`src/rtl/irq_vector_ctrl.sv`:
```
// Multi-source vectored interrupt controller between PC-next logic and the PC register.
// Latches request edges into pending, picks the lowest eligible index, redirects the PC and saves the return PC.
module irq_vector_ctrl #(
  parameter int NUM_IRQ    = 8,
  parameter int PC_WIDTH   = 32,
  parameter int VEC_BASE   = 500,
  parameter int VEC_STRIDE = 4,
  parameter int ID_W       = (NUM_IRQ > 1) ? $clog2(NUM_IRQ) : 1
) (
  input  logic                clk,
  input  logic                reset,
  input  logic [PC_WIDTH-1:0] pc_next,
  input  logic [NUM_IRQ-1:0]  irq,
  input  logic [NUM_IRQ-1:0]  irq_mask,
  input  logic                global_en,
  input  logic                return_from_isr,
  input  logic                stall,
  output logic [PC_WIDTH-1:0] pc_next_final,
  output logic [PC_WIDTH-1:0] pc_save,
  output logic                save_en,
  output logic [NUM_IRQ-1:0]  irq_ack,
  output logic [ID_W-1:0]     active_id,
  output logic                in_isr
);

  typedef enum logic [1:0] {
    NORMAL   = 2'd0,
    ISR_INIT = 2'd1,
    ISR      = 2'd2
  } state_t;

  state_t state, state_nx;

  logic [NUM_IRQ-1:0]  irq_prev;
  logic [NUM_IRQ-1:0]  pending;
  logic [NUM_IRQ-1:0]  rise;
  logic [NUM_IRQ-1:0]  eligible;
  logic [NUM_IRQ-1:0]  ack_vec;
  logic [ID_W-1:0]     sel_id;
  logic [PC_WIDTH-1:0] vec_addr;

  assign rise     = irq & ~irq_prev;
  assign eligible = pending & irq_mask;
  assign ack_vec  = NUM_IRQ'(1) << active_id;
  assign vec_addr = PC_WIDTH'(VEC_BASE) + PC_WIDTH'(active_id) * PC_WIDTH'(VEC_STRIDE);
  assign pc_save  = pc_next;

  // Scan from the top so the lowest set index is the last (winning) assignment.
  always_comb begin
    sel_id = '0;
    for (int i = NUM_IRQ - 1; i >= 0; i--) begin
      if (eligible[i]) sel_id = ID_W'(i);
    end
  end

  always_ff @(posedge clk) begin
    if (reset) state <= NORMAL;
    else       state <= state_nx;
  end

  // stall freezes every transition; the one non-stalled ISR_INIT cycle is the only write/ack cycle.
  always_comb begin
    state_nx = state;
    case (state)
      NORMAL:   if (global_en && (|eligible) && !stall) state_nx = ISR_INIT;
      ISR_INIT: if (!stall) state_nx = ISR;
      ISR:      if (return_from_isr && !stall) state_nx = NORMAL;
      default:  state_nx = NORMAL;
    endcase
  end

  always_comb begin
    pc_next_final = pc_next;
    save_en       = 1'b0;
    irq_ack       = '0;
    in_isr        = 1'b0;
    if (!reset) begin
      case (state)
        ISR_INIT: begin
          pc_next_final = vec_addr;
          in_isr        = 1'b1;
          if (!stall) begin
            save_en = 1'b1;
            irq_ack = ack_vec;
          end
        end
        ISR:     in_isr = 1'b1;
        default: in_isr = 1'b0;
      endcase
    end
  end

  // A rise in the same cycle as its ack re-arms the bit.
  always_ff @(posedge clk) begin
    if (reset) begin
      irq_prev  <= '0;
      pending   <= '0;
      active_id <= '0;
    end else begin
      irq_prev <= irq;
      pending  <= (pending & ~irq_ack) | rise;
      if (state == NORMAL && state_nx == ISR_INIT) active_id <= sel_id;
    end
  end

endmodule

```
`config.mk`:
```
export PLATFORM = sky130hd
export DESIGN_NAME = irq_vector_ctrl
export DESIGN_NICKNAME = d
export VERILOG_FILES = /design/src/rtl/irq_vector_ctrl.sv
export SDC_FILE = /design/constraint.sdc
export NUM_CORES = 1
export LEC_CHECK = 0
export BUFFER_PORTS_ARGS = -buffer_cell sky130_fd_sc_hd__buf_4
export CAP_MARGIN = 10
export CORE_MARGIN = 5
export CORE_UTILIZATION = 40
export CTS_BUF_LIST = sky130_fd_sc_hd__clkbuf_4
export CTS_CLUSTER_SIZE = 20
export DETAILED_ROUTE_END_ITERATION = 12
export HOLD_SLACK_MARGIN = 0.1
export PLACE_DENSITY = 0.91
export SETUP_SLACK_MARGIN = 0.15
export SLEW_MARGIN = 25
export SYNTH_ARGS = -nofsm -noshare
export SYNTH_HDL_FRONTEND = slang
export SYNTH_SLANG_ARGS = --single-unit
```
`constraint.sdc`:
```
create_clock -name clk -period 2.3 [get_ports clk]
set_clock_uncertainty 0.15 [all_clocks]
set_input_delay 0.23 -clock clk [delete_from_list [all_inputs] [get_ports clk]]
set_output_delay 0.23 -clock clk [all_outputs]
set_load 0.005 [all_outputs]
```
# ---- Yosys cells after proc, flatten, opt, wreduce, memory -nomap -nowiden
# Index checks and enable logic that the tools add are counted.
dict set report totals {
  n_memories 0
  ram_bits 0
  latch_bits 0
  output_inout_bits 77
  register_bits 21
  wordCells 45
  inputBits 53
  rom_bits 0
}
dict set report classes {
  n_mux 22
  n_reduce_logical 8
  addsub 1
  bitwise_logic 6
  multipliers 0
  n_eq_ne 3
  shifts 1
  n_div 0
  magnitude_cmp 0
}
# op n
set op_table {}
lappend op_table {{32-bit 2-to-1 mux} 2}
lappend op_table {{8-bit AND} 3}
lappend op_table {{3-bit 2-to-1 mux} 8}
lappend op_table {{8-bit 2-to-1 mux} 3}
lappend op_table {{8-bit NOT} 2}
lappend op_table {{9-bit by 5-bit adder with 10-bit output (first input constant)} 1}
lappend op_table {{8-bit bitwise OR} 1}
lappend op_table {{8-bit OR reduction} 1}
lappend op_table {{1-bit by 3-bit << shifter with 8-bit output (first input constant)} 1}
lappend op_table {{2-bit 2-to-1 mux} 3}
lappend op_table {{2-bit one-hot mux with 3 select lines} 1}
lappend op_table {{1-bit 2-to-1 mux} 5}
lappend op_table {{2-bit by 1-bit equality test with 1-bit output (second input constant)} 2}
lappend op_table {{1-bit logical AND} 4}
lappend op_table {{2-bit equality test (second input constant)} 1}
lappend op_table {{2-bit logical NOT} 1}
lappend op_table {{2-bit OR reduction} 1}
lappend op_table {{1-bit logical NOT} 1}

# ---- Logic depth before layout (Yosys ltp)
dict set report logic_depth {
  depth_word 9
  depth_mapped 8
  depth_no_buf 7
}

# ---- Least setup slack after synthesis
# Ideal clock, no wire load.
dict set report synth_timing {
  path_type {reg2out}
  startpoint {reg state[1]}
  endpoint {out pc_next_final[30]}
  setup_slack_ns 0.600
  arrival_time_ns 1.320
  required_time_ns 1.920
  stages_incl_launch_ff 7
  n_path_buf 2
  cell_sequence {dfxtp_1 > inv_1 > ha_1 > nand2b_1 > buf_2 > clkbuf_1 > and2_1}
}
dict set report synth_between {
  elab_chain_len 3
}
# item line
set synth_lines {}
lappend synth_lines {{from (decl)} 32} ;# state_t state, state_nx;
lappend synth_lines {{from (signal assigned)} 58} ;# else state <= state_nx;
lappend synth_lines {{2-bit by 1-bit equality test with 1-bit output} 78} ;# case (state)
lappend synth_lines {{32-bit 2-to-1 mux} 78}
lappend synth_lines {{32-bit 2-to-1 mux} 77} ;# if (!reset) begin
lappend synth_lines {{to (decl)} 18} ;# output logic [PC_WIDTH-1:0] pc_next_final,
# No other way between the ends.

# ---- Worst setup path in the final report
dict set report layout_timing {
  startpoint {reg state[1]}
  endpoint {out irq_ack[4]}
}
dict set report layout_between {
  elab_chain_len 3
}
# item line
set layout_lines {}
lappend layout_lines {{2-bit by 1-bit equality test with 1-bit output} 78}
lappend layout_lines {{8-bit 2-to-1 mux} 78}
lappend layout_lines {{8-bit 2-to-1 mux} 77}
lappend layout_lines {{to (decl)} 21} ;# output logic [NUM_IRQ-1:0] irq_ack,
# No other way between the ends.

==> reports/results.txt <==
Chip Width: 73.20 µm
quantity of I/O buffers inserted on ports: 129
proportion of layout cells with a drive suffix above 1: 45.71%
number of iterations in the first detailed-routing pass: 4
fill cell total of the finished layout: 336
sinks on the clock net: 21
type of element launching the critical path: flop
wire length per cell after detailed routing: 14.01 µm
Clock Root Buffer: clkbuf_4
total I/O pin count: 130
final-report max-slew violation count: 0
worst hold slack across all endpoints: 114.5 ps
Worst VDD drop: 0.3153 mV
cells after synthesis: 210
violation count after the first detailed-routing iteration: 51
number of distinct standard cells referenced by the synthesized netlist: 31
Max-cap violations: 0
standard cell area after detailed placement: 0.002372 mm²
CTS HTree Levels: 1
signed area change from the synthesized netlist to the final layout: 58.81%
RD Place Congestion: 0.8041
clock buffer count from CTS: 3
worst reg-to-reg path cell count: 7
routed vias: 1,699
overflow left after global routing: 0
total wirelength of the detailed-routed design: 5113 µm
post-synthesis cell type with the largest combined area: dfxtp_1
worst flop-to-flop path endpoint: active_id[0]
setup slack, reg-to-reg: 460 ps
period utilisation layout: 89.68%
worst hold path cell count: 3
worst reg2reg path startpoint: state[0]
Setup Buffers After CTS: 0
height of the die: 73.20 µm
Lkg Pwr: 1.320 nW
result of the run: complete, no violations
critical path fanouts, max: 7
source-to-sink clock delay at the later pin of the worst-skew pair: 310 ps
final critical-path required period: 2063 ps
post-detailed-route count of antenna-violating nets: 0
PD cells: 384.7 mW/mm²
capture endpoint of the worst hold path: active_id[0]
initial antenna violation count: 0
max-slew headroom at the worst pin: 75.20%
via count of the first global-routing pass: 1,574
start point of the critical path: state[1]
path category of the worst min-delay check: in -> reg
first-pass GRT wire length: 7521 µm
crit path capture type: output port
pin count of the biggest net entering global routing: 34
FP Rows: 23
clock edge transition at the registers on the reported setup and hold paths: 100 ps
average vias per placed instance: 4.655
starting density of the core: 40.53%
estimated wirelength of the detail-placed design: 4268 µm
nets@finish: 380
floorplan core area: 0.003943 mm²
class of the most critical setup path: reg -> out
setup_tns: 0 ps
post-synthesis instance area: 0.001598 mm²
unrepaired setup endpoints after global routing: yes
TritonCTS clock tree: yes
final design area excluding fillers: 0.002537 mm²
Antenna diodes: 0
Fmax achieved: 0.4848 GHz
area fraction of the dominant cell type after synthesis: 26.31%
worst path arrival time: 1680 ps
start point of the worst hold path: irq_mask[0]
worst-case clock buffer depth: 2
syn nets: 274
post-synthesis average cell area: 7.608 µm²
DRC violation count after routing: 0
register area share after synthesis: 26.31%
Slew @ Worst Pin: 371.5 ps
data required time of the worst path: 1920 ps
Final Hold Violating Endpoints: 0
All-Layer GR Usage: 17.73%
total setup violations reported at the end of the flow: 0
register bit total from synthesis: 21
count of synthesis-stage warnings from yosys: 0
top cells by area in the synthesized netlist: dfxtp_1, buf_4, and2_1
DIE AREA: 0.005358 mm²
layer usage:
| layer | GRT usage [%] | part of all wire, % |
|---|---|---|
| met1 | 20.48 | 37 |
| met2 | 31.48 | 50 |
| met3 | 4.132 | 10 |
| met4 | 6.352 | 1.7 |
| met5 | 0 | 0 |
report_power, final:
| group | switching [W] | leakage (nW) | internal [W] |
|---|---|---|---|
| clock network | 0.000109 | 0.0184 | 0.0000795 |
| logic | 0.000151 | 1.13 | 0.000229 |
| registers | 0.0000199 | 0.175 | 0.000387 |
through the flow:
step	total power (W)	setup WS (ps)	instances	util, %
2_1_floorplan	0.0005886	599.6	210	-
3_3_place_gp	0.0007677	497.8	352	60.17
3_5_place_dp	0.0007771	388.7	352	60.17
4_1_cts	0.0009784	142.7	365	63.60
5_1_grt	0.001043	143.5	365	64.36
6_report	0.0009761	237.3	365	64.36
final cells by class:
type / count / area (µm²) / share of cell area [%]
Clock buffer: 4 / 30.03 / 1.183
Inverter: 15 / 56.30 / 2.219
Multi-Input combinational cell: 136 / 888.4 / 35.01
Sequential cell: 21 / 421.7 / 16.62
Tap cell: 50 / 62.56 / 2.465
Timing Repair Buffer: 139 / 1079 / 42.50
cell families (layout without fill, tap and decap cells):
logic type / Yosys count / after routing / share of synthesized area (%)
compound gates: 30 / 30 / 13.24
simple gates: 94 / 94 / 31.17
mux: 1 / 1 / 0.6265
buf+inv: 53 / 158 / 20.05
fa+ha+maj: 11 / 11 / 8.614
flops: 21 / 21 / 26.31
worst max-delay path, cell delays in order, from the launching register on:
cell and delay, ps:
dfxtp_2 370, inv_1 90, ha_2 250, nand2b_2 150, nor2_4 190, nand3_1 140, inv_1 80, buf_4 100
placed cells by master (no fill, tap or decap), drive strengths merged, types with 9 or more instances in the layout:
master and instances:
a21oi 13, and2 24, buf 130, dfxtp 21, dlygate4sd3 9, ha 11, inv 15, nand2 26
nor2 11, nor2b 19
synthesized netlist by cell type:
cell type / instances
ha_1: 11
o21a_1: 1
buf_4: 32
nand3_1: 4
a32o_1: 1
dfxtp_1: 21
a32oi_1: 1
or2b_1: 1
nor3b_1: 1
o22ai_1: 1
and2_1: 24
nand2b_4: 1
a21oi_2: 2
mux2i_1: 1
nor3_1: 2
buf_2: 1
nand4_1: 1
o211ai_1: 1
clkbuf_1: 5
o221ai_2: 1
nand2b_1: 4
o21ai_0: 2
nand2_1: 26
a221o_1: 2
a211o_1: 1
a21boi_0: 1
a22oi_1: 5
inv_1: 15
nor2_1: 11
nor2b_1: 19
a21oi_1: 11
worst max-delay path by stage:
stage	end	slack, ps
3_3_place_gp	irq_ack[4]	500
6_report	irq_ack[4]	240
3_5_place_dp	irq_ack[4]	390
5_1_grt	irq_ack[4]	140
2_1_floorplan	pc_next_final[30]	600
4_1_cts	irq_ack[4]	140
repair_timing:
item                                    CTS  global route
hold buffers                              9             0
endpoints found under the setup margin   40            40
endpoints found under the hold margin     9             0
gates resized for setup                   5             7
flip-flops by register name, indices dropped and copies added, names as in the netlist:
register,count
state,2
active_id,3
irq_prev,8
pending,8
Power figures use the tool's default switching activity.
